--- src/rtl/rd_tail_if.sv ---
// ---------------------------------------------------------------------------
// rd_tail_if : descriptor, storage-read and egress stream bundle for rd_tail
// Rev 1.0
// ---------------------------------------------------------------------------
`default_nettype none

interface rd_tail_if #(
  parameter int LEN_W = 12
);
  logic [LEN_W+7:0] data_info;
  logic             data_info_vld;
  logic             info_ovf;
  logic             data_ren;
  logic [7:0]       data_in;
  logic             rd_sop;
  logic             rd_eop;
  logic             rd_vld;
  logic [7:0]       rd_data;
  logic             rd_rdy;
  logic             busy;

  modport master (
    output data_info, data_info_vld, data_in, rd_rdy,
    input  info_ovf, data_ren, rd_sop, rd_eop, rd_vld, rd_data, busy
  );

  modport slave (
    input  data_info, data_info_vld, data_in, rd_rdy,
    output info_ovf, data_ren, rd_sop, rd_eop, rd_vld, rd_data, busy
  );
endinterface

`default_nettype wire

--- src/rtl/rd_tail.sv ---
// ---------------------------------------------------------------------------
// rd_tail : egress packet transmitter, descriptor queue + sop/vld/eop framer.
//           RD_TAIL_HDR_EN defined -> {pri,dest_port} header beat precedes payload.
// Rev 1.0
// ---------------------------------------------------------------------------
`default_nettype none

module rd_tail #(
  parameter int INFO_DEPTH = 4,
  parameter int LEN_W      = 12
) (
  input  logic        sys_clk,
  input  logic        sys_rst,
  rd_tail_if.slave    bus
);

  localparam int c_AW = $clog2(INFO_DEPTH);
  localparam int c_IW = LEN_W + 8;

  typedef enum logic [1:0] {
    S_IDLE = 2'd0,
    S_HDR  = 2'd1,
    S_DATA = 2'd2
  } state_t;

  state_t            r_state;
  logic [c_IW-1:0]   r_info_mem [INFO_DEPTH];
  logic [c_AW:0]     r_wr_ptr;
  logic [c_AW:0]     r_rd_ptr;
  logic              r_ovf;
  logic [LEN_W-1:0]  r_rem;
  logic [7:0]        r_data;
  logic              r_vld;
  logic              r_sop;
  logic              r_eop;
  logic              r_ret;
  logic              r_first;

  logic              w_empty;
  logic              w_full;
  logic              w_push;
  logic              w_pop;
  logic [c_IW-1:0]   w_head;
  logic [LEN_W-1:0]  w_head_len;
  logic              w_xfer;
  logic              w_ren;

  assign w_empty    = (r_wr_ptr == r_rd_ptr);
  assign w_full     = (r_wr_ptr[c_AW] != r_rd_ptr[c_AW]) &&
                      (r_wr_ptr[c_AW-1:0] == r_rd_ptr[c_AW-1:0]);
  assign w_push     = bus.data_info_vld && !w_full;
  assign w_pop      = (r_state == S_IDLE) && !w_empty;
  assign w_head     = r_info_mem[r_rd_ptr[c_AW-1:0]];
  assign w_head_len = w_head[c_IW-1:8];
  assign w_xfer     = r_vld && bus.rd_rdy;

`ifndef RD_TAIL_HDR_EN
  logic w_unused_hdr;
  assign w_unused_hdr = ^w_head[7:0];
`endif

  always_ff @(posedge sys_clk) begin
    if (w_push) begin
      r_info_mem[r_wr_ptr[c_AW-1:0]] <= bus.data_info;
    end
  end

  // Full is judged before the pop, so a write racing a pop on a full queue is lost.
  always_ff @(posedge sys_clk or posedge sys_rst) begin
    if (sys_rst) begin
      r_wr_ptr <= '0;
      r_rd_ptr <= '0;
      r_ovf    <= 1'b0;
    end else begin
      if (w_push) r_wr_ptr <= r_wr_ptr + 1'b1;
      if (w_pop)  r_rd_ptr <= r_rd_ptr + 1'b1;
      r_ovf <= bus.data_info_vld && w_full;
    end
  end

  // A read is only launched when the output register is free next cycle.
  always_comb begin
    w_ren = 1'b0;
    case (r_state)
      S_HDR:   w_ren = w_xfer && (r_rem != '0);
      S_DATA:  w_ren = (r_rem != '0) && bus.rd_rdy && (!r_vld || w_xfer);
      default: w_ren = 1'b0;
    endcase
  end

  always_ff @(posedge sys_clk or posedge sys_rst) begin
    if (sys_rst) begin
      r_state <= S_IDLE;
      r_rem   <= '0;
      r_data  <= '0;
      r_vld   <= 1'b0;
      r_sop   <= 1'b0;
      r_eop   <= 1'b0;
      r_ret   <= 1'b0;
      r_first <= 1'b0;
    end else begin
      if (r_ret) r_data <= bus.data_in;
      r_ret <= w_ren;
      case (r_state)
        S_IDLE: begin
          if (!w_empty) begin
            r_rem <= w_head_len;
`ifdef RD_TAIL_HDR_EN
            r_data  <= w_head[7:0];
            r_vld   <= 1'b1;
            r_sop   <= 1'b1;
            r_eop   <= (w_head_len == '0);
            r_first <= 1'b0;
            r_state <= S_HDR;
`else
            r_first <= 1'b1;
            if (w_head_len != '0) r_state <= S_DATA;
`endif
          end
        end
        S_HDR: begin
          if (w_xfer) begin
            r_sop <= 1'b0;
            if (r_rem == '0) begin
              r_vld   <= 1'b0;
              r_eop   <= 1'b0;
              r_state <= S_IDLE;
            end else begin
              r_rem   <= r_rem - LEN_W'(1);
              r_eop   <= (r_rem == LEN_W'(1));
              r_state <= S_DATA;
            end
          end
        end
        S_DATA: begin
          if (w_ren) begin
            r_vld   <= 1'b1;
            r_sop   <= r_first;
            r_first <= 1'b0;
            r_eop   <= (r_rem == LEN_W'(1));
            r_rem   <= r_rem - LEN_W'(1);
          end else if (w_xfer) begin
            r_vld <= 1'b0;
            r_sop <= 1'b0;
            r_eop <= 1'b0;
            if (r_eop) r_state <= S_IDLE;
          end
        end
        default: r_state <= S_IDLE;
      endcase
    end
  end

  // Returning storage byte is presented directly, then held in r_data.
  assign bus.rd_data  = r_ret ? bus.data_in : r_data;
  assign bus.rd_vld   = r_vld;
  assign bus.rd_sop   = r_sop;
  assign bus.rd_eop   = r_eop;
  assign bus.data_ren = w_ren;
  assign bus.info_ovf = r_ovf;
  assign bus.busy     = (r_state != S_IDLE) || !w_empty;

endmodule

`default_nettype wire
--- src/flat_wrapper.sv ---
// flat-port wrapper written by rule: the top's interface ports become plain ports
module rd_tail_flat 
#(
  parameter int INFO_DEPTH = 4,
  parameter int LEN_W      = 12
)
  (sys_clk, sys_rst, bus_data_info, bus_data_info_vld, bus_data_in, bus_rd_rdy, bus_info_ovf, bus_data_ren, bus_rd_sop, bus_rd_eop, bus_rd_vld, bus_rd_data, bus_busy);
  rd_tail_if #(.LEN_W(LEN_W)) bus_i ();
  input  logic sys_clk;
  input  logic sys_rst;
  input wire logic [$bits(bus_i.data_info)-1:0] bus_data_info;
  input wire logic [$bits(bus_i.data_info_vld)-1:0] bus_data_info_vld;
  input wire logic [$bits(bus_i.data_in)-1:0] bus_data_in;
  input wire logic [$bits(bus_i.rd_rdy)-1:0] bus_rd_rdy;
  output wire logic [$bits(bus_i.info_ovf)-1:0] bus_info_ovf;
  output wire logic [$bits(bus_i.data_ren)-1:0] bus_data_ren;
  output wire logic [$bits(bus_i.rd_sop)-1:0] bus_rd_sop;
  output wire logic [$bits(bus_i.rd_eop)-1:0] bus_rd_eop;
  output wire logic [$bits(bus_i.rd_vld)-1:0] bus_rd_vld;
  output wire logic [$bits(bus_i.rd_data)-1:0] bus_rd_data;
  output wire logic [$bits(bus_i.busy)-1:0] bus_busy;
  assign bus_i.data_info = bus_data_info;
  assign bus_i.data_info_vld = bus_data_info_vld;
  assign bus_i.data_in = bus_data_in;
  assign bus_i.rd_rdy = bus_rd_rdy;
  assign bus_info_ovf = bus_i.info_ovf;
  assign bus_data_ren = bus_i.data_ren;
  assign bus_rd_sop = bus_i.rd_sop;
  assign bus_rd_eop = bus_i.rd_eop;
  assign bus_rd_vld = bus_i.rd_vld;
  assign bus_rd_data = bus_i.rd_data;
  assign bus_busy = bus_i.busy;
  rd_tail #(.INFO_DEPTH(INFO_DEPTH), .LEN_W(LEN_W)) u_core (.sys_clk(sys_clk), .sys_rst(sys_rst), .bus(bus_i));
endmodule
--- config.mk ---
export PLATFORM = sky130hd
export DESIGN_NAME = rd_tail_flat
export DESIGN_NICKNAME = d
export VERILOG_FILES = /design/src/rtl/rd_tail_if.sv /design/src/rtl/rd_tail.sv /design/src/flat_wrapper.sv
export SDC_FILE = /design/constraint.sdc
export NUM_CORES = 1
export LEC_CHECK = 0
export ABC_AREA = 1
export BUFFER_PORTS_ARGS = -buffer_cell sky130_fd_sc_hd__buf_2
export CAP_MARGIN = 10
export CORE_MARGIN = 4
export CORE_UTILIZATION = 45
export DETAILED_ROUTE_END_ITERATION = 10
export GPL_TIMING_DRIVEN = 0
export PLACE_DENSITY = 0.67
export SYNTH_ARGS = -nofsm -noshare
export SYNTH_HDL_FRONTEND = slang
export SYNTH_SLANG_ARGS = --single-unit
--- constraint.sdc ---
create_clock -name sys_clk -period 1.84 [get_ports sys_clk]
set_clock_uncertainty 0.05 [all_clocks]
set_input_delay 0.276 -clock sys_clk [delete_from_list [all_inputs] [get_ports sys_clk]]
set_output_delay 0.276 -clock sys_clk [all_outputs]
set_load 0.01 [all_outputs]
---- Yosys cells after proc, flatten, opt, wreduce, memory -nomap -nowiden ----
Memories as Yosys holds them, arrays and structs flattened.
Cells that the tools add are included.
storage, ports and cells
  flip-flop bits (word level) ............. 34
  bits in writable memories ............... 80
  input bits .............................. 32
  output and inout bits ................... 14
  logic and storage cells ................. 89
  memories kept ........................... 1
memories
  name               depth  width  read ports  clocked after Yosys merged registers in  wr ports  RTL line       source
  u_core.r_info_mem  4      20     1           0                                        1         rd_tail.sv:27  logic [c_IW-1:0] r_info_mem [INFO_DEPTH];
operators by class
  $add $sub $neg .......................... 3
  equality and inequality tests ........... 16
  muxes and demuxes ....................... 32
  reductions and logical operators ........ 26
operators by type and width
  kind                                                                    count
  12-bit two-way mux                                                      4
  12-bit one-hot mux with 3 select lines                                  1
  12-bit nonzero test                                                     2
  2-bit two-way mux                                                       7
  1-bit two-way mux                                                       13
  12-bit by 1-bit equality test with 1-bit output, second input constant  1
  12-bit logical NOT                                                      1
  12-bit by 1-bit subtractor with 12-bit output, second input constant    1
  2-bit by 1-bit != test with 1-bit output, second input constant         5
  1-bit one-hot mux with 2 select lines                                   5
  1-bit logical AND                                                       8
  8-bit two-way mux                                                       1
  2-bit != test, second input constant                                    4
  3-bit by 1-bit adder with 3-bit output, second input constant           2
  2-bit one-hot mux with 3 select lines                                   1
  3-bit AND reduction                                                     2
  6-bit AND reduction                                                     1
  2-bit nonzero test                                                      3
  5-bit AND reduction                                                     1
  4-bit AND reduction                                                     1
  3-bit equality test                                                     1
  1-bit logical NOT                                                       3
  3-bit by 1-bit != test with 1-bit output, second input constant         1
  3-bit nonzero test                                                      1
  other kinds (6)                                                         7

---- Logic depth before layout (Yosys ltp) ----
  depth after elaboration ................. 6
  depth in mapped cells ................... 11
  gate-level depth less buffers ........... 10

---- Worst setup path before layout ----
OpenSTA, ideal clock, no wires.
  kind .................................... reg2reg
  start point ............................. register u_core.r_wr_ptr[2]
  end point ............................... memory u_core.r_info_mem[3][10] in the netlist's numbering (enable)
  library setup time ...................... 0.382 ns
  arrival time ............................ 1.472 ns
  data required time ...................... 1.408 ns
  path slack .............................. -0.064 ns
  cell stages (with the launch flop) ...... 5
  path buffers ............................ 0
  period minus slack after synthesis ...... 1.904 ns
  path through ............................ dfrtp_1 > xnor2_1 > nand3b_1 > nand2_2 > nor2_1
between the ends
  longest elaborated chain between the ends .. 6
ends and longest elaborated chain
  item                                     RTL line       source
  from (decl)                              rd_tail.sv:28  logic [c_AW:0] r_wr_ptr;
  from (signal assigned)                   rd_tail.sv:75  if (w_push) r_wr_ptr <= r_wr_ptr + 1'b1;
  1-bit != test                            rd_tail.sv:49  assign w_full = (r_wr_ptr[c_AW] != r_rd_ptr[c_AW]) &&
  1-bit logical AND                        rd_tail.sv:49
  1-bit logical NOT                        rd_tail.sv:51  assign w_push = bus.data_info_vld && !w_full;
  1-bit logical AND                        rd_tail.sv:51
  1-bit two-way mux                        rd_tail.sv:63  if (w_push) begin
  1-bit two-way mux (not written as such)  rd_tail.sv:64  r_info_mem[r_wr_ptr[c_AW-1:0]] <= bus.data_info;
  to (decl)                                rd_tail.sv:27
No other way between the ends.

---- Final worst setup path ----
  start point ............................. register u_core.r_rem[6]
  end point ............................... output bus_data_ren
between the ends
  longest elaborated chain between the ends .. 4
  elaborated cells on any way between the ends .. 5
  those cells by class .................... mux: 1; reduce/logical: 4
ends and longest elaborated chain
  item                                     RTL line                      source
  from (decl)                              rd_tail.sv:31                 logic [LEN_W-1:0] r_rem;
  from (signal assigned)                   rd_tail.sv:107                r_rem <= w_head_len;
  from (signal assigned)                   rd_tail.sv:129                r_rem <= r_rem - LEN_W'(1);
  from (signal assigned)                   rd_tail.sv:141                r_rem <= r_rem - LEN_W'(1);
  12-bit nonzero test *                    rd_tail.sv:85, rd_tail.sv:86
  1-bit logical AND (2 in a row)           rd_tail.sv:86                 S_DATA: w_ren = (r_rem != '0) && bus.rd_rdy && (!r_vld || w_xfer);
  1-bit one-hot mux with 2 select lines *  rd_tail.sv:84                 case (r_state)
  to (decl)                                flat_wrapper.sv:16            output wire logic [$bits(bus_i.data_ren)-1:0] bus_data_ren;
Every way passes the cells marked *; elsewhere a longest branch is shown, timed or not.

==> impl_metrics.py <==
metrics = {
    "clock_tree": {
        "ctsHtreeMaxLevel": 3,
        "cts-buffers-inserted": 9,
        "clk_pin_slew_worst_paths_ns": 0.09,
        "cts_sinks": 81,
        "clock_path_buffers": 2,
        "clock_latency_ns": 0.36,
        "root_buffer": "clkbuf_8",
        "cts_tree": "built",
    },
    "pwr": {
        "switching_share_pct": 32.52,
        "switchingPower_uw": 1996,
        "combPwrFrac_pct": 31.6,
        "seqPwrFrac_pct": 41.7,
        "p_leak_uw": 0.002073,
        "ir_drop_mv": 0.6105,
        "p_clk_share_pct": 26.6,
        "p_int_uw": 4143,
        "pwr_density_cell_nw_per_um2": 1318,
    },
    "logic_synthesis": {
        "synth_seq_area_share_pct": 60.04,
        "ys_warn_count": 0,
        "synth.distinct_cells": 30,
        "synth_seq_cells": 81,
        "syn-instance-count": 374,
        "syn-num-nets": 414,
        "avgSynthCellArea_um2": 10.10,
        "syn-cell-area_um2": 3776,
    },
    "setup_path": {
        "r2r-start": "u_core.r_wr_ptr[2]",
        "endpoint_kind": "output pin",
        "critPathKind": "flip-flop to output pin",
        "worst_ep_required_time_ns": 1.51,
        "reg2reg_to": "u_core.r_info_mem[3][17]",
        "path_max_fanout": 3,
        "rr_worst_depth": 5,
        "start_kind": "flip-flop",
        "ff2ff_setup_slack_ns": 0.13,
        "arrival_ns": 1.43,
    },
    "timing": {
        "whs_ns": 0.06879,
        "period_minus_slack_ns": 1.759,
        "slew_headroom_pct": 50.56,
        "hold_violations": 0,
        "final.period_utilization_pct": 95.57,
        "setup_slack_ns": 0.08146,
        "fmax_mhz": 568.7,
        "worstMarginPinSlew_ns": 0.7407,
        "slew_violations": 0,
        "setup_viol": 0,
    },
    "drt": {
        "first_pass_iters": 4,
        "vias": 2685,
        "final_antenna_net_count": 0,
        "wl_per_cell_um": 13.46,
        "drtIter0Drc": 74,
        "drcViolationCount": 0,
        "finalWirelength_mm": 7.482,
        "vias_per_cell": 4.829,
    },
    "min_path": {
        "hold_start": "bus_data_info[16]",
        "holdPathEnd": "u_core.r_info_mem[2][16]",
        "min_delay_path_depth": 1,
        "hold_class": "input port to flip-flop",
    },
    "floorplan": {
        "rows": 33,
        "fp.dieH_um": 99.61,
        "ios": 46,
        "die_width_um": 99.61,
        "die_area_um2": 9921,
        "initial_core_util_pct": 46.19,
        "core-area_um2": 8175,
    },
    "layout": {
        "layout.nets": 486,
        "final_common_cell": "nand2_1",
        "final_cell_mix": "nand2_1, edfxtp_1, buf_2",
        "areaGrowthSynthToFinish_pct": 23.36,
        "fill_cells": 724,
        "final_cells": 556,
        "drive_above_1_share_pct": 28.82,
        "finish.utilization_pct": 56.98,
        "num_antenna_cells": 0,
    },
    "job": {
        "drv_cap": 0,
    },
    "place": {
        "port_buffers": 37,
        "gp_congestion": 0.8829,
        "dp_slack_ns": -0.5185,
        "dpl.cell_count": 517,
        "place_hpwl_mm": 5.008,
    },
    "global_route": {
        "track_usage_pct": 16.10,
        "grt_pass1_vias": 2669,
        "grt_pass1_wl_mm": 12.32,
        "grt_max_degree": 18,
        "gr-total-overflow": 0,
        "antenna_found_initial": 0,
    },
    "outcome": {
        "outcome": "completed",
    },
}
==> flip-flops by register name (all words and copies together), names as in the netlist <==
name,count
u_core.bus.info_ovf,1
u_core.bus.rd_eop,1
u_core.bus.rd_sop,1
u_core.bus.rd_vld,1
u_core.r_data,8
u_core.r_first,1
u_core.r_info_mem,48
u_core.r_rd_ptr,3
u_core.r_rem,12
u_core.r_ret,1
u_core.r_state,1
u_core.r_wr_ptr,3
==> worst max-delay path, stage by stage (launching register included) <==
cell     delay, ns
dfrtp_1       0.41
nor2_2        0.15
nand2_2       0.07
nor2_2        0.11
nand2_2       0.08
nand2_4       0.08
inv_2         0.04
buf_2         0.13
==> per-stage QoR <==
| step | power, µW | area, µm² | setup TNS (ns) |
|---|---|---|---|
| floorplan | 3707 | 3779 | -1.503 |
| global placement | 4044 | 4095 | -19.17 |
| detailed placement | 4096 | 4123 | -20.42 |
| CTS | 5976 | 4502 | -7.664 |
| global route | 6544 | 4658 | -0.002997 |
| finish | 6139 | 4658 | 0 |
==> synthesized netlist by cell type <==
library cell  count  share of area, %
a21oi_1           3              0.40
and2_1            2              0.33
buf_2             5              0.66
buf_4             1              0.20
buf_6             4               1.2
clkbuf_1          1             0.099
clkbuf_8          1              0.36
dfrtp_1          33                22
edfxtp_1         48                38
ha_1              8               2.7
inv_1            27               2.7
inv_2             2              0.20
mux2_2            8               2.4
nand2_1         120                12
nand2_2           4              0.66
nand2_4           3              0.89
nand3_1          37               4.9
nand3_2           6               1.6
nand3b_1          1              0.20
nand4_1           2              0.33
nor2_1           27               2.7
nor2_2            1              0.17
nor2_4            3              0.89
o21ai_0          18               2.4
o21ai_1           1              0.13
o21ai_2           1              0.23
o21bai_1          1              0.20
xnor2_1           3              0.70
xnor2_2           1              0.43
xor2_1            2              0.46
==> power by group through the flow <==
stage                     registers [µW]  clock network, µW  logic, µW
after floorplan                     2560                  0       1140
after global placement              2600                  0       1440
after detailed placement            2620                  0       1480
after CTS                           2550               1680       1750
after global routing                2600               1750       2200
final                               2560               1640       1940
==> worst max-delay path by stage <==
stage	startpoint	cells past startpoint	endpoint	slack, ns
floorplan	u_core.r_wr_ptr[2]	4	u_core.r_info_mem[0][10]	-0.04
global placement	u_core.r_wr_ptr[2]	4	u_core.r_info_mem[2][16]	-0.49
detailed placement	u_core.r_wr_ptr[2]	4	u_core.r_info_mem[2][16]	-0.52
CTS	u_core.r_wr_ptr[2]	4	u_core.r_info_mem[2][10]	-0.23
global route	u_core.r_state[1]	5	bus_busy	-0.003
finish	u_core.r_rem[6]	7	bus_data_ren	0.08
==> final cells by class <==
cell class | instances | area (µm²) | share of cell area [%]
clock inverters | 7 | 130.1 | 2.793
multi-input cells | 252 | 1366 | 29.33
well taps | 105 | 131.4 | 2.820
inverters | 29 | 108.9 | 2.337
flip-flops and latches | 81 | 2268 | 48.70
plain buffers | 11 | 96.34 | 2.068
clock buffers | 9 | 123.9 | 2.659
repair buffers | 62 | 432.9 | 9.294
==> what timing repair did <==
action,in CTS,in global routing
resized for setup,11,8
hold buffers,1,0
hold endpoints to repair,16,0
pin swaps,5,8
setup buffers,13,10
endpoints found under the setup margin,59,51
==> cells by family (layout without fill, tap and decap cells) <==
| group | after synthesis | count (layout) | synth area share [%] |
|---|---|---|---|
| simple gates | 206 | 206 | 24.59 |
| flops | 81 | 81 | 60.04 |
| compound gates | 24 | 24 | 3.347 |
| buf+inv | 41 | 118 | 5.401 |
| mux | 8 | 8 | 2.386 |
| xor+xnor | 6 | 6 | 1.591 |
| fa+ha+maj | 8 | 8 | 2.651 |
==> routing by layer <==
metal	GRT usage, %	vias up	wire (µm)
li1	-	1371	-
met4	7.038	0	129
met2	27.74	50	3671
met3	3.927	11	372
met5	0	-	0
met1	19.09	1253	3310
Power figures use the tool's default switching activity.
